$ cat config.mk
export PLATFORM = sky130hd
export DESIGN_NAME = ysyx_wb_arb
export DESIGN_NICKNAME = d
export VERILOG_FILES = /design/src/rtl/ysyx_wb_pkg.sv /design/src/rtl/ysyx_wb_fifo.sv /design/src/rtl/ysyx_wb_arb.sv
export SDC_FILE = /design/constraint.sdc
export NUM_CORES = 2
export LEC_CHECK = 0
export CELL_PAD_IN_SITES_DETAIL_PLACEMENT = 0
export CELL_PAD_IN_SITES_GLOBAL_PLACEMENT = 1
export CORE_AREA = 3 3 686 688
export DETAILED_ROUTE_END_ITERATION = 6
export DIE_AREA = 0 0 689 691
export PLACE_DENSITY_LB_ADDON = 0.1
export REMOVE_ABC_BUFFERS = 1
export SETUP_SLACK_MARGIN = 0.3
export SLEW_MARGIN = 5
export SYNTH_ARGS = -nofsm -noshare
export SYNTH_HDL_FRONTEND = slang
export SYNTH_HIERARCHICAL = 1
export SYNTH_SLANG_ARGS = --single-unit
$ cat constraint.sdc
create_clock -name clock -period 65.8 [get_ports clock]
set_clock_uncertainty 0.15 [all_clocks]
set_input_delay 13.16 -clock clock [delete_from_list [all_inputs] [get_ports clock]]
set_output_delay 13.16 -clock clock [all_outputs]
set_load 0.01 [all_outputs]
$ cat src/rtl/ysyx_wb_pkg.sv
// ysyx_wb_pkg -- shared types for the writeback arbiter.
//   wb_pkt_t : one completion packet handed to the reorder unit.
//   WB_W     : packed width of wb_pkt_t.
//   DEST_W   : ROB destination tag width (one extra bit for wrap/age).
// Core-width macros get defaults here so the slice builds stand-alone.
`ifndef YSYX_XLEN
`define YSYX_XLEN 64
`endif
`ifndef YSYX_PHY_LEN
`define YSYX_PHY_LEN 6
`endif
`ifndef YSYX_REG_LEN
`define YSYX_REG_LEN 5
`endif
`ifndef YSYX_ROB_SIZE
`define YSYX_ROB_SIZE 16
`endif

package ysyx_wb_pkg;

    localparam int PKG_XLEN = `YSYX_XLEN;
    localparam int PKG_PLEN = `YSYX_PHY_LEN;
    localparam int PKG_RLEN = `YSYX_REG_LEN;
    localparam int ROB_SIZE = `YSYX_ROB_SIZE;
    localparam int DEST_W   = $clog2(ROB_SIZE) + 1;

    typedef struct packed {
        logic [DEST_W-1:0]   dest;
        logic [PKG_PLEN-1:0] prd;
        logic [PKG_RLEN-1:0] rd;
        logic [PKG_XLEN-1:0] result;
        logic [PKG_XLEN-1:0] pc;
        logic [PKG_XLEN-1:0] npc;
        logic [31:0]         inst;
        logic                btaken;
        logic                csr_wen;
        logic [11:0]         csr_addr;
        logic [PKG_XLEN-1:0] csr_wdata;
        logic                ecall;
        logic                ebreak;
        logic                mret;
        logic                trap;
        logic [PKG_XLEN-1:0] tval;
        logic [PKG_XLEN-1:0] cause;
        logic                mem_wen;
        logic [PKG_XLEN-1:0] sq_waddr;
        logic [PKG_XLEN-1:0] sq_wdata;
    } wb_pkt_t;

    localparam int WB_W = $bits(wb_pkt_t);

endpackage

$ cat src/rtl/ysyx_wb_fifo.sv
// ysyx_wb_fifo -- per-producer synchronous FIFO.
//   clk_i    : clock, rising edge
//   rst_ni   : synchronous active-low reset
//   flush_i  : empties the FIFO; a same-cycle push is discarded
//   push_i   : enqueue pkt_i (ignored while full)
//   pkt_i    : packet to enqueue
//   pop_i    : dequeue the head (ignored while empty)
//   head_o   : current head entry (valid when count_o != 0)
//   count_o  : number of stored entries, 0..DEPTH
//   full_o   : count_o == DEPTH
module ysyx_wb_fifo #(
    parameter int DEPTH = 2,
    parameter int W     = 8
) (
    input  logic                       clk_i,
    input  logic                       rst_ni,
    input  logic                       flush_i,
    input  logic                       push_i,
    input  logic [W-1:0]               pkt_i,
    input  logic                       pop_i,
    output logic [W-1:0]               head_o,
    output logic [$clog2(DEPTH):0]     count_o,
    output logic                       full_o
);

    localparam int AW = $clog2(DEPTH);

    logic [W-1:0]  mem_q [DEPTH];
    logic [AW-1:0] wr_ptr_q;
    logic [AW-1:0] rd_ptr_q;
    logic [AW:0]   count_q;
    logic          wr_en;
    logic          rd_en;

    assign full_o  = (count_q == (AW+1)'(DEPTH));
    assign count_o = count_q;
    assign head_o  = mem_q[rd_ptr_q];

    assign wr_en = rst_ni && !flush_i && push_i && !full_o;
    assign rd_en = rst_ni && !flush_i && pop_i && (count_q != '0);

    // Storage carries no reset; validity is tracked by count_q alone.
    always_ff @(posedge clk_i) begin
        if (wr_en) begin
            mem_q[wr_ptr_q] <= pkt_i;
        end
    end

    // Pointers are log2(DEPTH) bits so they wrap for free.
    always_ff @(posedge clk_i) begin
        if (!rst_ni || flush_i) begin
            wr_ptr_q <= '0;
            rd_ptr_q <= '0;
            count_q  <= '0;
        end else begin
            if (wr_en) wr_ptr_q <= wr_ptr_q + 1'b1;
            if (rd_en) rd_ptr_q <= rd_ptr_q + 1'b1;
            case ({wr_en, rd_en})
                2'b10:   count_q <= count_q + 1'b1;
                2'b01:   count_q <= count_q - 1'b1;
                default: count_q <= count_q;
            endcase
        end
    end

endmodule

$ cat src/rtl/ysyx_wb_arb.sv
// ysyx_wb_arb -- completion-side writeback scheduler.
// Buffers packets from NSRC producers in private FIFOs and grants the
// single ROB writeback port round-robin, one packet per cycle.
//   clock     : clock, rising edge
//   reset     : synchronous active-low reset
//   flush     : drop all buffered and same-cycle incoming packets
//   src_valid : per-producer packet valid
//   src_pkt   : per-producer packets, slot i at [i*WB_W +: WB_W]
//   src_ready : per-producer FIFO not full (registered count < DEPTH)
//   wb_valid  : a packet is presented to the ROB
//   wb_pkt    : presented packet
//   wb_src    : producer index of the presented packet
//   wb_ready  : ROB accepts the packet this cycle
//   ovf_err   : sticky, a producer pushed into a full FIFO
module ysyx_wb_arb
    import ysyx_wb_pkg::*;
#(
    parameter int NSRC  = 2,
    parameter int DEPTH = 2,
    parameter int XLEN  = `YSYX_XLEN,
    parameter int PLEN  = `YSYX_PHY_LEN,
    parameter int RLEN  = `YSYX_REG_LEN
) (
    input  logic                         clock,
    input  logic                         reset,
    input  logic                         flush,
    input  logic [NSRC-1:0]              src_valid,
    input  logic [NSRC*WB_W-1:0]         src_pkt,
    output logic [NSRC-1:0]              src_ready,
    output logic                         wb_valid,
    output logic [WB_W-1:0]              wb_pkt,
    output logic [$clog2(NSRC)-1:0]      wb_src,
    input  logic                         wb_ready,
    output logic                         ovf_err
);

    localparam int SW = $clog2(NSRC);
    localparam int CW = $clog2(DEPTH) + 1;

    // The packet layout is fixed by the package; the widths must agree.
    if (XLEN != PKG_XLEN || PLEN != PKG_PLEN || RLEN != PKG_RLEN
        || NSRC < 2 || NSRC > 4 || DEPTH < 2 || (DEPTH & (DEPTH - 1)) != 0) begin : g_bad_param
        $error("ysyx_wb_arb: unsupported parameter combination");
    end

    logic [WB_W-1:0] head  [NSRC];
    logic [CW-1:0]   count [NSRC];
    logic [NSRC-1:0] full;
    logic [NSRC-1:0] req;
    logic [NSRC-1:0] pop;

    logic [SW-1:0]   rr_q,       rr_d;
    logic            lock_q;
    logic [SW-1:0]   lock_idx_q;
    logic            ovf_q;
    logic [SW-1:0]   grant;
    logic            fire;

    genvar gi;
    for (gi = 0; gi < NSRC; gi++) begin : g_src
        ysyx_wb_fifo #(
            .DEPTH (DEPTH),
            .W     (WB_W)
        ) u_fifo (
            .clk_i   (clock),
            .rst_ni  (reset),
            .flush_i (flush),
            .push_i  (src_valid[gi]),
            .pkt_i   (src_pkt[gi*WB_W +: WB_W]),
            .pop_i   (pop[gi]),
            .head_o  (head[gi]),
            .count_o (count[gi]),
            .full_o  (full[gi])
        );
        assign req[gi]       = (count[gi] != '0);
        assign src_ready[gi] = !full[gi];
        assign pop[gi]       = fire && (grant == SW'(gi));
    end

    // First requester at or after rr_q, wrapping modulo NSRC. While a
    // packet is stalled the grant is pinned so a late push on a higher
    // priority producer cannot swap the presented packet.
    always_comb begin
        logic found;
        int   idx;
        grant = rr_q;
        found = 1'b0;
        for (int k = 0; k < NSRC; k++) begin
            idx = int'(rr_q) + k;
            if (idx >= NSRC) idx = idx - NSRC;
            if (!found && req[idx]) begin
                found = 1'b1;
                grant = SW'(idx);
            end
        end
        if (lock_q) grant = lock_idx_q;
    end

    assign wb_valid = |req;
    assign wb_pkt   = head[grant];
    assign wb_src   = grant;
    assign fire     = wb_valid && wb_ready;
    assign ovf_err  = ovf_q;

    always_comb begin
        rr_d = rr_q;
        if (fire) begin
            rr_d = (int'(grant) == NSRC - 1) ? '0 : grant + 1'b1;
        end
    end

    // A pop in the flush cycle is still a delivery, so rr advances then too.
    always_ff @(posedge clock) begin
        if (!reset) begin
            rr_q       <= '0;
            lock_q     <= 1'b0;
            lock_idx_q <= '0;
            ovf_q      <= 1'b0;
        end else begin
            rr_q       <= rr_d;
            lock_q     <= wb_valid && !wb_ready && !flush;
            lock_idx_q <= grant;
            if (|(src_valid & full)) ovf_q <= 1'b1;
        end
    end

endmodule

==> impl_results.md <==
- Status: complete, no violations
- Initial antenna violation count: 363
- Congestion Overflow GR: 0
- Max-cap violations: 0
- Via count of the routed design: 49,300
- Port buffer count: 1,747
- Synth cell types: 29
- Largest net degree at the start of global routing: 130
- Total power per unit cell area: 27.5 mW/mm^2
- Max Clk Rate: 50.6 MHz
- NumNets Final: 7,424
- All-Layer GR Usage: 0.153
- Max Root-Sink Buffers: 4
- Main synth FF type: edfxtp_1
- Crit path max fanout: 52
- Initial Utilization: 0.198
- Die Area: 0.476 mm^2
- FFs w/ async S/R, synth: 0
- Crit Path Class: register to output port
- Final Wtd Congestion: 0.773
- Wirelength per Cell: 29.6 um
- Clk pin slew, worst setup/hold paths: 0.06 ns
- TritonRoute pass-1 iters: 5
- Final WL: 377,000 um
- Die H: 691 um
- CTS tree: built
- Total negative slack: 0 ns
- Hold Slack: 0.358 ns
- Power, Total: 3.45 mW
- H-tree levels: 5
- Synth Register Bits: 2,330
- Hpwl dp: 276,000 um
- Avg Cell Area, Syn: 21.2 um^2
- Most frequent cell after synthesis: edfxtp_1
- Synth top area cells: edfxtp_1 (76%), mux2_2 (20%), mux2_4 (1.4%)
- Drt drc: 0
- Post-synth EDFFs: 2,316
- Post-cts resize count: 0
- Cells after Synth: 4,325
- P&R area growth vs syn: 36.5%
- # IOs: 1,748
- Num CTS Buffers: 304
- Synth area leader: edfxtp_1
- # Post-CTS Setup Buffers: 0
- Number of global-route vias before repair: 51,800
- Core area: 0.464 mm^2
- Slew margin rel.: 0.238
- Fillers: 46,800
- Critical Path RT: 52.49 ns
- Peak supply drop: 0.0000186 V
- Leakage power total: 40.0 nW
- Area share of the largest cell type after synthesis: 0.758
- Crit path capture type: output port
- Fin crit share: 0.300
- Min cycle time layout: 19.76 ns
- Top post-synthesis cells by count: edfxtp_1 (2,316), mux2_2 (1,649), buf_6 (99)
- Layout cells sized above 1: 0.339
- ANT nets after route: 0
- DR iter-0 viols: 2,627
- Vias per cell: 3.87
- Max Slew Vio Count: 0
- CTS Root Cell: clkbuf_16
- Clock sink count: 2,330
- Hold Crit Class: register to register
- Die X: 689 um
- First-pass GRT wire length: 493,000 um
- Post-Synthesis Cell Area: 0.0918 mm^2
- Final setup vio count: 0
- Worst EP arrival: 6.45 ns
- Final Hold Vio Count: 0
- Worst skew pair latency: 0.88 ns
- Startpoint types: register
- Worst Tran Pin Value: 1.14 ns
- Rows: 250
- Sequential-to-total area share from yosys stat: 0.761
- Synthesis Warnings: 6
- Hold-fix buffers, CTS: 0
- RSZ-0062 raised after global routing: false
[routing by layer]
| layer | global-route usage | vias to the layer above | part of all wire |
|---|---|---|---|
| met4 | 0.0408 | 172 | 0.035 |
| met2 | 0.291 | 1791 | 0.53 |
| li1 | - | 21300 | - |
| met5 | 0 | - | 0.0031 |
| met3 | 0.0487 | 962 | 0.074 |
| met1 | 0.160 | 25100 | 0.35 |
[final timing paths]
check,from,endpoint,slack (ns),cells after the start
min reg2reg,g_src[1].u_fifo/rd_ptr_q$_SDFFE_PP0P_,g_src[1].u_fifo/rd_ptr_q$_SDFFE_PP0P_,0.36,2
min,g_src[1].u_fifo/rd_ptr_q$_SDFFE_PP0P_,g_src[1].u_fifo/rd_ptr_q$_SDFFE_PP0P_,0.36,2
max,g_src[1].u_fifo/count_o[1]$_SDFFE_PP0P_,wb_pkt[268],46.04,9
max reg2reg,g_src[1].u_fifo/count_o[0]$_SDFFE_PP0P_,g_src[1].u_fifo/mem_q[0][507]$_DFFE_PP_,59.88,9
[sequential cells by signal, indices dropped and copies added, names as in the netlist, named ones only]
signal	count
lock_q	1
lock_idx_q	1
g_src.u_fifo/rd_ptr_q	2
g_src.u_fifo/count_o	4
rr_q	1
g_src.u_fifo/mem_q	2316
ovf_err	1
g_src.u_fifo/wr_ptr_q	2
[metrics by stage]
step / setup WS, ns / util / cells / area (um^2)
after floorplan: 26.39 / - / 4132 / 90100
after global placement: 46.32 / 0.250 / 12100 / 116000
after detailed placement: 46.31 / 0.250 / 12100 / 116000
after CTS: 45.74 / 0.270 / 12700 / 125000
after global routing: 45.65 / 0.270 / 12700 / 125000
final: 46.04 / 0.270 / 12700 / 125000
[cell usage in the layout (no fill, tap or decap), types with 5 or more instances in the layout]
cell	n
a21oi_1	6
buf_12	10
buf_4	63
bufinv_16	9
clkbuf_1	86
clkbuf_16	308
clkdlybuf4s50_1	1747
clkinv_1	69
clkinv_2	32
dfxtp_1	12
diode_2	77
edfxtp_1	2316
inv_1	6
inv_6	15
mux2_2	1649
mux2_4	88
nor2_1	13
o21ai_0	5
[area by class of cell]
cell class / count / area (um^2) / share of cell area
antenna: 77 / 193 / 0.00154
clock buffer: 396 / 8060 / 0.0643
clock inverter: 140 / 1040 / 0.00828
inverter: 7 / 26.3 / 0.000210
multi-input combinational: 1795 / 20300 / 0.162
sequential: 2330 / 69800 / 0.557
tap: 6174 / 7720 / 0.0616
timing repair buffer: 1820 / 18200 / 0.145
[where the power goes]
| part | switching (mW) | internal (mW) |
|---|---|---|
| sequential | 0.00486 | 1.66 |
| combinational | 0.103 | 0.129 |
| clock | 0.652 | 0.898 |
| total | 0.760 | 2.69 |
[kinds of logic after synthesis]
group                    count (synthesis)  synth area share
AO/OA/AOI/OAI                           15          0.000954
XOR/XNOR                                 6          0.000573
adder cells (fa/ha/maj)                  2          0.000273
buffers and inverters                  200            0.0187
flip-flops                            2330             0.761
multiplexers                          1737             0.217
AND/OR/NAND/NOR                         35           0.00199
[critical path: stages (launching register included)]
cell and delay (ns):
dfxtp_1 0.34, or2_1 0.25, a21oi_1 0.16, o31a_2 0.58, buf_4 0.80, buf_4 0.65, buf_4 0.83, buf_4 0.78
mux2_2 0.43, clkdlybuf4s50_1 0.48
Note: power is estimated with default switching activity, not from simulation.
